<file path="src/rtl/serial_subtractor.sv">
// Bit-serial subtractor: diff = a - b, one bit per clock LSB first, through a
// single full-subtractor slice with a registered borrow.
module serial_subtractor #(
  parameter int WIDTH = 8
) (
  input  logic             clk,
  input  logic             rst_n,
  input  logic             start,
  input  logic [WIDTH-1:0] a,
  input  logic [WIDTH-1:0] b,
  output logic             busy,
  output logic             done,
  output logic [WIDTH-1:0] diff,
  output logic             bout,
  output logic [1:0]       state_dbg
);

  localparam int CW = (WIDTH > 1) ? $clog2(WIDTH) : 1;
  localparam logic [CW-1:0] LAST = CW'(WIDTH - 1);

  localparam logic [1:0] S_IDLE  = 2'd0;
  localparam logic [1:0] S_SHIFT = 2'd1;
  localparam logic [1:0] S_DONE  = 2'd2;

  logic [1:0]       state_q, state_d;
  logic [WIDTH-1:0] a_sh_q, a_sh_d;
  logic [WIDTH-1:0] b_sh_q, b_sh_d;
  logic [WIDTH-1:0] acc_q, acc_d;
  logic [WIDTH-1:0] diff_q, diff_d;
  logic             br_q, br_d;
  logic             bout_q, bout_d;
  logic [CW-1:0]    cnt_q, cnt_d;

  logic d_bit;
  logic bo_bit;

  // Full-subtractor slice on the operand LSBs and the stored borrow.
  assign d_bit  = a_sh_q[0] ^ b_sh_q[0] ^ br_q;
  assign bo_bit = (~a_sh_q[0] & b_sh_q[0]) | (~(a_sh_q[0] ^ b_sh_q[0]) & br_q);

  always_comb begin
    state_d = state_q;
    a_sh_d  = a_sh_q;
    b_sh_d  = b_sh_q;
    acc_d   = acc_q;
    diff_d  = diff_q;
    br_d    = br_q;
    bout_d  = bout_q;
    cnt_d   = cnt_q;
    case (state_q)
      S_IDLE: begin
        if (start) begin
          a_sh_d  = a;
          b_sh_d  = b;
          br_d    = 1'b0;
          cnt_d   = '0;
          state_d = S_SHIFT;
        end
      end
      S_SHIFT: begin
        a_sh_d = {1'b0, a_sh_q[WIDTH-1:1]};
        b_sh_d = {1'b0, b_sh_q[WIDTH-1:1]};
        acc_d  = {d_bit, acc_q[WIDTH-1:1]};
        br_d   = bo_bit;
        cnt_d  = cnt_q + 1'b1;
        if (cnt_q == LAST) begin
          diff_d  = {d_bit, acc_q[WIDTH-1:1]};
          bout_d  = bo_bit;
          state_d = S_DONE;
        end
      end
      S_DONE:  state_d = S_IDLE;
      default: state_d = S_IDLE;
    endcase
  end

  always_ff @(posedge clk or negedge rst_n) begin
    if (!rst_n) begin
      state_q <= S_IDLE;
      a_sh_q  <= '0;
      b_sh_q  <= '0;
      acc_q   <= '0;
      diff_q  <= '0;
      br_q    <= 1'b0;
      bout_q  <= 1'b0;
      cnt_q   <= '0;
    end else begin
      state_q <= state_d;
      a_sh_q  <= a_sh_d;
      b_sh_q  <= b_sh_d;
      acc_q   <= acc_d;
      diff_q  <= diff_d;
      br_q    <= br_d;
      bout_q  <= bout_d;
      cnt_q   <= cnt_d;
    end
  end

  // start/done handshake: start is sampled only in IDLE; done pulses one cycle.
  assign busy      = (state_q == S_SHIFT);
  assign done      = (state_q == S_DONE);
  assign diff      = diff_q;
  assign bout      = bout_q;
  assign state_dbg = state_q;

endmodule

</file>
<file path="config.mk">
export PLATFORM = sky130hd
export DESIGN_NAME = serial_subtractor
export DESIGN_NICKNAME = d
export VERILOG_FILES = /design/src/rtl/serial_subtractor.sv
export SDC_FILE = /design/constraint.sdc
export NUM_CORES = 1
export LEC_CHECK = 0
export CAP_MARGIN = 20
export CORE_ASPECT_RATIO = 1.2
export CORE_MARGIN = 2
export CORE_UTILIZATION = 45
export DETAILED_ROUTE_END_ITERATION = 8
export GPL_ROUTABILITY_DRIVEN = 1
export PLACE_DENSITY = 0.79
export SYNTH_ARGS = -nofsm -noshare
export SYNTH_HDL_FRONTEND = slang
export SYNTH_SLANG_ARGS = --single-unit
export TNS_END_PERCENT = 50
</file>
<file path="constraint.sdc">
create_clock -name clk -period 2.1 [get_ports clk]
set_clock_uncertainty 0.05 [all_clocks]
set_input_delay 0.42 -clock clk [delete_from_list [all_inputs] [get_ports clk]]
set_output_delay 0.42 -clock clk [all_outputs]
set_load 0.01 [all_outputs]
</file>
-- After elaboration in Yosys (flattened, before gate mapping)
Index checks and enable logic that the tools add are counted.
W data, S select, Z words.
- input bits: 19
- register bits: 39
- output and inout port bits: 13
- word-level logic and storage cells: 37
- reductions and logical operators: 5
- $add $sub $neg: 1
- bitwise gates (word level): 7
- muxes and demuxes: 11
- eq/ne operators: 5
- operator list (operator ; number):
    $pmux W8 S2 ; 2
    $mux W8 ; 2
    $pmux W3 S2 ; 1
    $reduce_and A2 Y1 ; 3
    $mux W2 ; 2
    $pmux W2 S2 ; 1
    $add A3 B1 Y3 const B ; 1
    $eq A3 B3 Y1 const B ; 1
    $mux W3 ; 1
    $and A1 B1 Y1 ; 2
    $eq A2 B1 Y1 const B ; 1
    $eq A2 B2 Y1 const B ; 1
    $logic_not A2 Y1 ; 1
    $ne A2 B1 Y1 const B ; 1
    $ne A2 B2 Y1 const B ; 1
    $not A1 Y1 ; 2
    $pmux W1 S2 ; 1
    $reduce_bool A2 Y1 ; 1
    $xor A1 B1 Y1 ; 2
    $mux W1 ; 1
    $or A1 B1 Y1 ; 1

-- Logic depth before layout (Yosys ltp)
Gate-level depths: netlist (run 1).
- depth in word-level cells: 5
- gate-level depth with buffers: 5
- mapped depth without buffers: 4

-- Worst setup path after synthesis (run 1)
OpenSTA, ideal clock, no wires.
- kind: reg-to-reg
- start: register cnt_q[0]
- end: register diff_q[0], in the netlist diff[0]
- required time: 1.925 ns
- stages on the path, launching flop included: 6
- library setup time: 0.125 ns
- setup slack: 0.564 ns
- data arrival time: 1.362 ns
- buffers on the path: 1
- cell sequence: dfrtp_1 > ha_1 > ha_1 > nand3b_1 > buf_2 > mux2_2
- word-level cells in the longest chain between the ends: 2
- RTL lines (what ; line ; text):
    start: declaration ; 32 ; logic [CW-1:0] cnt_q, cnt_d;
    start signal: assignment ; 95 ; cnt_q <= cnt_d;
    $eq A3 B3 Y1 ; 66 ; if (cnt_q == LAST) begin
    $reduce_and A2 Y1 (no source line) ; - ;
    end signal: assignment ; 92 ; diff_q <= diff_d;
    end: declaration ; 29 ; logic [WIDTH-1:0] diff_q, diff_d;
Every way passes these cells.
A chain may end at the register's enable or synchronous reset.

-- Worst setup path in the final report (run 1)
- start: register state_q[0], in the netlist state_dbg[0]
- end: output done
- word-level cells in the longest chain between the ends: 1
- RTL lines (what ; line ; text):
    start: declaration ; 25 ; logic [1:0] state_q, state_d;
    start signal: assignment ; 88 ; state_q <= state_d;
    $eq A2 B2 Y1 ; 101 ; assign done = (state_q == S_DONE);
    end: declaration ; 12 ; output logic done,
Every way passes these cells.

==> results of run 1 <==
-- cells by family (layout without fill, tap and decap cells) --
logic type | Yosys count | after routing | share of synthesized area, %
AOI/OAI and AO/OA | 22 | 22 | 10.19
adders and majority gates | 3 | 3 | 2.584
DFF | 38 | 38 | 54.56
muxes | 17 | 17 | 10.84
buffers and inverters | 28 | 63 | 7.250
and+or+nand+nor | 31 | 31 | 14.57
-- registers in the layout, summed over array words and instances (netlist names) --
| signal | flops |
|---|---|
| cnt_q | 3 |
| state_dbg | 2 |
| diff | 8 |
| b_sh_q | 8 |
| br_q | 1 |
| a_sh_q | 8 |
| acc_q | 7 |
| bout | 1 |
-- metal layers --
layer / global-route usage [%] / share of wire, % / vias up
met5: 0 / 0 / -
met2: 27.48 / 47 / 34
met4: 6.039 / 0.73 / 0
met3: 4.278 / 4.9 / 4
li1: - / - / 567
met1: 25.45 / 47 / 581
-- power breakdown --
| part | switching, mW | internal [mW] | total [mW] |
|---|---|---|---|
| registers | 0.200 | 1.09 | 1.29 |
| logic | 0.562 | 0.713 | 1.27 |
| clock network | 0.237 | 0.265 | 0.502 |
| total | 0.999 | 2.07 | 3.06 |
-- critical path: stages (launching register included) --
cell	delay (ns)
dfrtp_1	0.40
buf_4	0.17
nor2b_1	0.10
clkdlybuf4s50_1	0.54
-- per-stage QoR --
step	instance area [sq um]	std cells	hold WS (ns)	utilization (%)
final	2203	226	0.4322	60.14
after global routing	2203	226	0.4599	60.14
after CTS	2201	226	0.4399	60.08
after detailed placement	2108	218	0.4302	57.55
after global placement	2108	218	0.4142	57.55
after floorplan	1743	139	0.07441	-
-- cell usage in the layout (no fill, tap or decap), types with 2 or more instances in the layout --
cell type / count
dfrtp_1: 37
inv_1: 16
nor4bb_1: 2
nor3b_1: 12
a221oi_1: 2
mux2i_1: 2
buf_4: 7
clkbuf_8: 6
a211oi_1: 11
a22o_1: 2
clkdlybuf4s50_1: 30
ha_1: 2
mux2_2: 15
nor4b_1: 13
-- worst paths after layout --
| kind | from | to | slack, ns | cells past startpoint |
|---|---|---|---|---|
| min | cnt_q[0]$_DFFE_PN0P_ | cnt_q[0]$_DFFE_PN0P_ | 0.43 | 1 |
| min reg2reg | cnt_q[0]$_DFFE_PN0P_ | cnt_q[0]$_DFFE_PN0P_ | 0.43 | 1 |
| max in group asynchronous | rst_n | state_dbg[1]$_DFFE_PN0P_ | 1.14 | 2 |
| max | state_dbg[0]$_DFFE_PN0P_ | done | 0.14 | 3 |
| min in group asynchronous | rst_n | a_sh_q[4]$_DFFE_PN0P_ | 0.50 | 2 |
| max reg2reg | cnt_q[0]$_DFFE_PN0P_ | diff[7]$_DFFE_PN0P_ | 0.33 | 4 |
-- final cells by class --
class                   count  area (sq um)  share of cell area [%]
inverters                  17         63.81                   2.896
clock inverters             1         5.005                  0.2271
repair buffers             38         365.4                   16.58
multi-input cells          73         665.6                   30.21
well taps                  52         65.06                   2.953
flip-flops and latches     38         952.2                   43.21
clock buffers               7         86.33                   3.918
-- synth_stat cells --
cell / instances
o221a_2: 1
or4b_1: 1
o22ai_1: 1
a211o_1: 1
nor4b_1: 13
o21bai_2: 1
inv_1: 16
ha_1: 2
a22o_1: 2
dfrtp_1: 38
a21o_1: 1
buf_2: 5
buf_6: 1
a21oi_1: 1
inv_2: 1
mux2_2: 15
mux2i_1: 2
nor4bb_1: 2
clkbuf_1: 3
fa_1: 1
o21ba_2: 1
nand3b_1: 1
nor2b_1: 1
nor3b_1: 12
nand2b_1: 1
buf_4: 2
a211oi_1: 11
a221oi_1: 2
-- repair_timing --
item / CTS / global route
gates cloned: 0 / 0
resized for setup: 1 / 1
endpoints found under the setup margin: 1 / 1
hold buffers: 0 / 0
hold endpoints to repair: 0 / 0
==> impl_metrics.ini, run 1 <==
[routing]
totalWireLength_mm = 3.408
wl_per_cell_microns = 15.08
vias_per_cell = 5.248
drc = 0
vias = 1186
ant_nets = 0
dr.pass1.iters = 4
drt-initial-drc-count = 77

[placement]
port_buffers = 31
dp_slack_ns = 0.03690
gp_congestion = 0.7715
hpwl_mm = 2.370

[pwr]
leakage_nw = 0.9658
peakVddDrop_mv = 0.8005
power_per_cell_area_nw_per_um2 = 1391
p_total_mw = 3.065

[logic_synthesis]
ys_types = 28
synth_top_area_share_pct = 54.56
syn-num-nets = 161
syn_inst = 139
yosys_register_bits = 38
synth_area_leader_cell = dfrtp_1
syn_area_sq_um = 1743
synth.area.top_cells = dfrtp_1 55%, mux2_2 9.7%, nor4b_1 6.5%, nor3b_1 5.2%, a211oi_1 4.7%
ys_seq_area_share_pct = 54.56
avgSynthCellArea_sq_um = 12.54
ys_warn_count = 0

[die]
rows = 24
core_area_sq_um = 3664
die_w_microns = 60.81
ioPinCount = 32
die_h_microns = 72.18
die_area_sq_um = 4389
initial_core_util_pct = 47.58

[final_layout]
num-fill-cells = 335
drive_gt1_share_pct = 19.54
nets = 195
syn2layout_area_growth_pct = 26.42
antenna_cells = 0

[timing]
setup_viol_count_final = 0
worstMarginPinSlew_ns = 0.6975
hold_viol_final = 0
period_needed_ns = 1.957
tns_ns = 0
rsz0062_at_grt = false
drv_slew = 0
relSlewSlack_pct = 53.47
post-route-period-util_pct = 93.21
max_clock_freq_mhz = 510.9
worst_slack_ns = 0.1427

[grt]
first_global_vias = 1221
grt_pass1_wl_mm = 5.885
grt_max_degree = 39
track_usage_pct = 18.05
grt_antenna_before_repair = 0
overflow = 0

[setup_path]
crit_path_end_kind = output pin
critPathMaxFanout = 8
critPathArrivalTime_ns = 1.49
cp.required_ns = 1.63
start_kind = register
critical_path_class = register to output pin

[clock_network]
cts_tree = built
cts.sinks = 38
ctsHtreeMaxLevel = 2
worstSkewPairLatency_ns = 0.28
cts_buffers = 5
clk_path_buf_depth = 2
clk_pin_slew_ns = 0.07
postCtsSetupBuffers = 0
clock-root-buffer = clkbuf_8

[worst_hold_path]
hold_path_class = register to register

[outcome]
status = complete, no violations

[run]
cap_violations = 0
Note: power is estimated with default switching activity, not from simulation.
==> run 2, diff against run 1 <==
CAP_MARGIN = 30   (was 20)
CORE_UTILIZATION = 51   (was 45)
PLACE_DENSITY = 0.87   (was 0.79)
==> run 2 against run 1 <==
Against the previous run:
- fmax decreased by 2.0%
- clock power decreased by 4%
- highest routed layer unchanged
- flip-flop and latch count unchanged
- core utilization increased by 6.2 points
==> impl_metrics.ini, run 2 (synthesis gave the netlist of run 1 again) <==
[run]
cap_violations = 0

[clock_network]
hold_buffers = 0
cts.sinks = 38
clk_pin_slew_ns = 0.07
clock-root-buffer = clkbuf_8
cts_tree = built
ctsHtreeMaxLevel = 2
cts_buffers = 5
clk_path_buf_depth = 2
worstSkewPairLatency_ns = 0.29

[grt]
grt_pass1_wl_mm = 5.630
track_usage_pct = 19.55
grt_antenna_before_repair = 0
first_global_vias = 1230
grt_max_degree = 39
overflow = 0

[final_layout]
drive_gt1_share_pct = 20.57
num-fill-cells = 244
final_cells = 212
nets = 198
final_common_cell = dfrtp_1
syn2layout_area_growth_pct = 25.99
final_cell_area_sq_um = 2196
antenna_cells = 0
most-common-layout-cells = 37 x dfrtp_1, 31 x clkdlybuf4s50_1, 16 x inv_1

[setup_path]
cp.required_ns = 1.63
critPathArrivalTime_ns = 1.53
critPathMaxFanout = 8
critical_path_class = register to output pin
crit_path_end_kind = output pin
start_kind = register

[routing]
vias = 1180
vias_per_cell = 5.566
totalWireLength_mm = 3.357
drt-initial-drc-count = 53
drc = 0
ant_nets = 0
wl_per_cell_microns = 15.83
dr.pass1.iters = 4

[placement]
placed_area_sq_um = 2090
dp_slack_ns = 0.2350
port_buffers = 31
dp.cells = 203
hpwl_mm = 2.297
gp_congestion = 0.7599

[timing]
setup_viol_count_final = 0
post-route-period-util_pct = 95.10
worst_slack_ns = 0.1030
period_needed_ns = 1.997
rsz0062_at_grt = false
relSlewSlack_pct = 65.15
drv_slew = 0
worstMarginPinSlew_ns = 0.5211
max_clock_freq_mhz = 500.7
hold_viol_final = 0
tns_ns = 0

[pwr]
p_comb_share_pct = 42.5
power_per_cell_area_nw_per_um2 = 1402
leakage_nw = 0.9718
p_clk_share_pct = 15.6
peakVddDrop_mv = 0.9260
seq_power_share_pct = 41.8
switching_share_pct = 32.44
cellInternalPower_mw = 2.080
power.net_switching_uw = 999.0
p_total_mw = 3.079

[outcome]
status = complete, no violations

[die]
initial_core_util_pct = 52.67
die_h_microns = 68.04
core_area_sq_um = 3309
rows = 23
ioPinCount = 32
die_w_microns = 57.37
die_area_sq_um = 3903

[worst_hold_path]
hold_path_class = register to register
[run 2: cell types whose count changed in the layout (fill, tap and decap cells not counted), sizes merged]
cell	change
clkdlybuf4s50	+1
dlymetal6s2s	-1
buf	+3
clkbuf	-1
clkinv	-1
[run 2: final timing paths]
| kind | from | to | slack (ns) | depth (start not counted) |
|---|---|---|---|---|
| setup / recovery | state_dbg[0]$_DFFE_PN0P_ | done | 0.10 | 3 |
| hold / removal | b_sh_q[7]$_DFFE_PN0P_ | b_sh_q[7]$_DFFE_PN0P_ | 0.44 | 1 |
| setup reg to reg | state_dbg[0]$_DFFE_PN0P_ | a_sh_q[6]$_DFFE_PN0P_ | 0.34 | 5 |
| hold reg to reg | b_sh_q[7]$_DFFE_PN0P_ | b_sh_q[7]$_DFFE_PN0P_ | 0.44 | 1 |
| max in group asynchronous | rst_n | state_dbg[0]$_DFFE_PN0P_ | 1.14 | 2 |
| min in group asynchronous | rst_n | a_sh_q[4]$_DFFE_PN0P_ | 0.51 | 2 |
[run 2: worst max-delay path, stage by stage (launching register included)]
cell,delay (ns)
dfrtp_2,0.44
buf_4,0.17
nor2b_1,0.10
clkdlybuf4s50_1,0.53
[run 2: layer usage]
layer	vias up	routed length, microns	track usage [%]
met5	-	0	0
met4	0	59	8.721
met3	5	169	6.427
met2	29	1647	32.39
met1	572	1480	23.27
li1	574	-	-
[run 2: cell type report]
cell class	count	area (sq um)	area share (%)
well taps	37	46.29	2.108
inverters	17	63.81	2.906
multi-input cells	73	665.6	30.31
clock buffers	6	82.58	3.761
repair buffers	41	385.4	17.55
flip-flops and latches	38	952.2	43.36
[run 2: power by group through the flow]
stage / Sequential, mW / Combinational [mW] / Clock [mW]
after floorplan: 1.29 / 0.827 / 0
final: 1.29 / 1.31 / 0.482
after global placement: 1.29 / 1.23 / 0
after CTS: 1.31 / 1.29 / 0.497
after global routing: 1.33 / 1.47 / 0.531
after detailed placement: 1.31 / 1.28 / 0
[run 2: what timing repair did]
item | CTS | global route
buffers inserted | 0 | 3
endpoints found under the setup margin | 1 | 1
gates resized for setup | 1 | 0
[run 2: through the flow]
| stage | utilization (%) | hold WS, ns |
|---|---|---|
| after floorplan | - | 0.07441 |
| after global placement | 63.14 | 0.4115 |
| after detailed placement | 63.14 | 0.4292 |
| after CTS | 65.67 | 0.4420 |
| after global routing | 66.35 | 0.4617 |
| final | 66.35 | 0.4425 |
==> run 3, diff against run 2 <==
CELL_PAD_IN_SITES_DETAIL_PLACEMENT = 0   (was unset)
CELL_PAD_IN_SITES_GLOBAL_PLACEMENT = 1   (was unset)
CORE_UTILIZATION = 41   (was 51)
==> run 3 against run 2 <==
Against the previous run:
- largest power group is now registers
- sequential power is essentially flat
- flip-flop and latch count is the same
- register-to-register slack barely moved
- critical path depth decreased by 1
- power shrank 1.1%
- critical endpoint unchanged
- worst hold slack worse by 0.25 ns
- clock-buffer cell count stayed put
- global-route usage is 3.8 points lower
- highest routed layer unchanged
- cell count up 6.6%
- fmax rose by 4.9%
- via count fell by 0.34%
==> impl_metrics.ini, run 3 (synthesis gave the netlist of run 1 again) <==
[outcome]
status = complete, no violations

[clock_network]
cts_resized = 0
worstSkewPairLatency_ns = 0.28
cts.sinks = 38
cts_tree = built
clock-root-buffer = clkbuf_8
clk_pin_slew_ns = 0.07
clk_path_buf_depth = 2
hold_buffers = 0
postCtsSetupBuffers = 0
ctsHtreeMaxLevel = 2
cts_buffers = 5

[die]
core_area_sq_um = 4004
initial_core_util_pct = 43.53
die_area_sq_um = 4791
ioPinCount = 32
die_h_microns = 75.43
rows = 25
die_w_microns = 63.52

[final_layout]
final_common_cell = dfrtp_1
fin_util_pct = 54.47
antenna_cells = 0
most-common-layout-cells = 38 x dfrtp_1, 29 x clkdlybuf4s50_1, 16 x inv_1
syn2layout_area_growth_pct = 25.13
drive_gt1_share_pct = 18.60
nets = 194

[pwr]
power_per_cell_area_nw_per_um2 = 1396
peakVddDrop_mv = 0.7357
switching_share_pct = 33.26
p_clk_share_pct = 15.3
cellInternalPower_mw = 2.032
power.net_switching_mw = 1.013
leakage_nw = 0.9524
seq_power_share_pct = 42.3
p_comb_share_pct = 42.4

[setup_path]
critical_path_class = register to output pin
critPathMaxFanout = 6
cp.required_ns = 1.63
crit_path_end_kind = output pin
critPathArrivalTime_ns = 1.43
start_kind = register

[grt]
grt_antenna_before_repair = 0
use_met3_pct = 3.988
grt-busiest-layer = met2
grt_pass1_wl_mm = 5.816
track_usage_pct = 15.72
overflow = 0
first_global_vias = 1231
grt_max_degree = 39
use_met1_pct = 19.00
grt_use_met2_pct = 27.60

[routing]
drc = 0
vias = 1176
ant_nets = 0
totalWireLength_mm = 3.535
vias_per_cell = 5.204
wl_per_cell_microns = 15.64
dr.pass1.iters = 4
drt-initial-drc-count = 94

[placement]
port_buffers = 31
hpwl_mm = 2.409
gp_congestion = 0.7244

[timing]
relSlewSlack_pct = 43.97
max_clock_freq_mhz = 525.5
rsz0062_at_grt = false
worstMarginPinSlew_ns = 0.8404
post-route-period-util_pct = 90.62
tns_ns = 0
hold_viol_final = 0
drv_slew = 0
setup_viol_count_final = 0
period_needed_ns = 1.903

[run]
cap_violations = 0

[worst_hold_path]
hold_path_class = primary input to async pin
-- run 3: layout make-up --
type                    count  area (sq um)
clock inverters             1         7.507
repair buffers             37         352.8
multi-input cells          73         665.6
well taps                  54         67.56
fillers                   376          1823
flip-flops and latches     38         950.9
clock buffers               6         72.57
inverters                  17         63.81
-- run 3: per-layer routing --
metal	share of wire [%]	routed length, microns	vias up
met2	50	1783	25
met1	44	1570	581
met4	0.88	31	0
li1	-	-	566
met5	0	0	-
met3	4.2	149	4
-- run 3: stage by stage --
step | cells | hold WS (ns) | area (sq um) | power, mW | setup slack (ns)
2_1_floorplan | 139 | 0.07441 | 1743 | 2.122 | 0.5635
3_3_place_gp | 219 | 0.4120 | 2098 | 2.527 | 0.2781
3_5_place_dp | 219 | 0.4282 | 2098 | 2.605 | 0.2124
4_1_cts | 226 | 0.2037 | 2178 | 3.083 | 0.07658
5_1_grt | 226 | 0.2446 | 2181 | 3.263 | 0.1244
6_report | 226 | 0.1882 | 2181 | 3.045 | 0.1970
-- run 3: final timing paths --
kind	cells after the start	startpoint	endpoint	slack, ns
worst min-delay path	1	rst_n	a_sh_q[6]$_DFFE_PN0P_	0.19
min in group clk	1	cnt_q[0]$_DFFE_PN0P_	cnt_q[0]$_DFFE_PN0P_	0.44
worst max-delay path	2	state_dbg[0]$_DFFE_PN0P_	done	0.20
worst min register to register	1	cnt_q[0]$_DFFE_PN0P_	cnt_q[0]$_DFFE_PN0P_	0.44
worst max register to register	4	cnt_q[0]$_DFFE_PN0P_	diff[2]$_DFFE_PN0P_	0.34
max in group asynchronous	1	rst_n	state_dbg[0]$_DFFE_PN0P_	1.29
-- run 3: power groups by stage --
stage / Combinational, mW / Clock [mW] / Sequential [mW]
global placement: 1.25 / 0 / 1.28
global route: 1.42 / 0.515 / 1.33
CTS: 1.32 / 0.477 / 1.29
detailed placement: 1.31 / 0 / 1.30
floorplan: 0.827 / 0 / 1.29
finish: 1.29 / 0.467 / 1.29
-- run 3: critical path, stage by stage, from the launching register on --
cell and delay (ns):
dfrtp_1 0.43, nor2b_1 0.17, clkdlybuf4s50_1 0.56
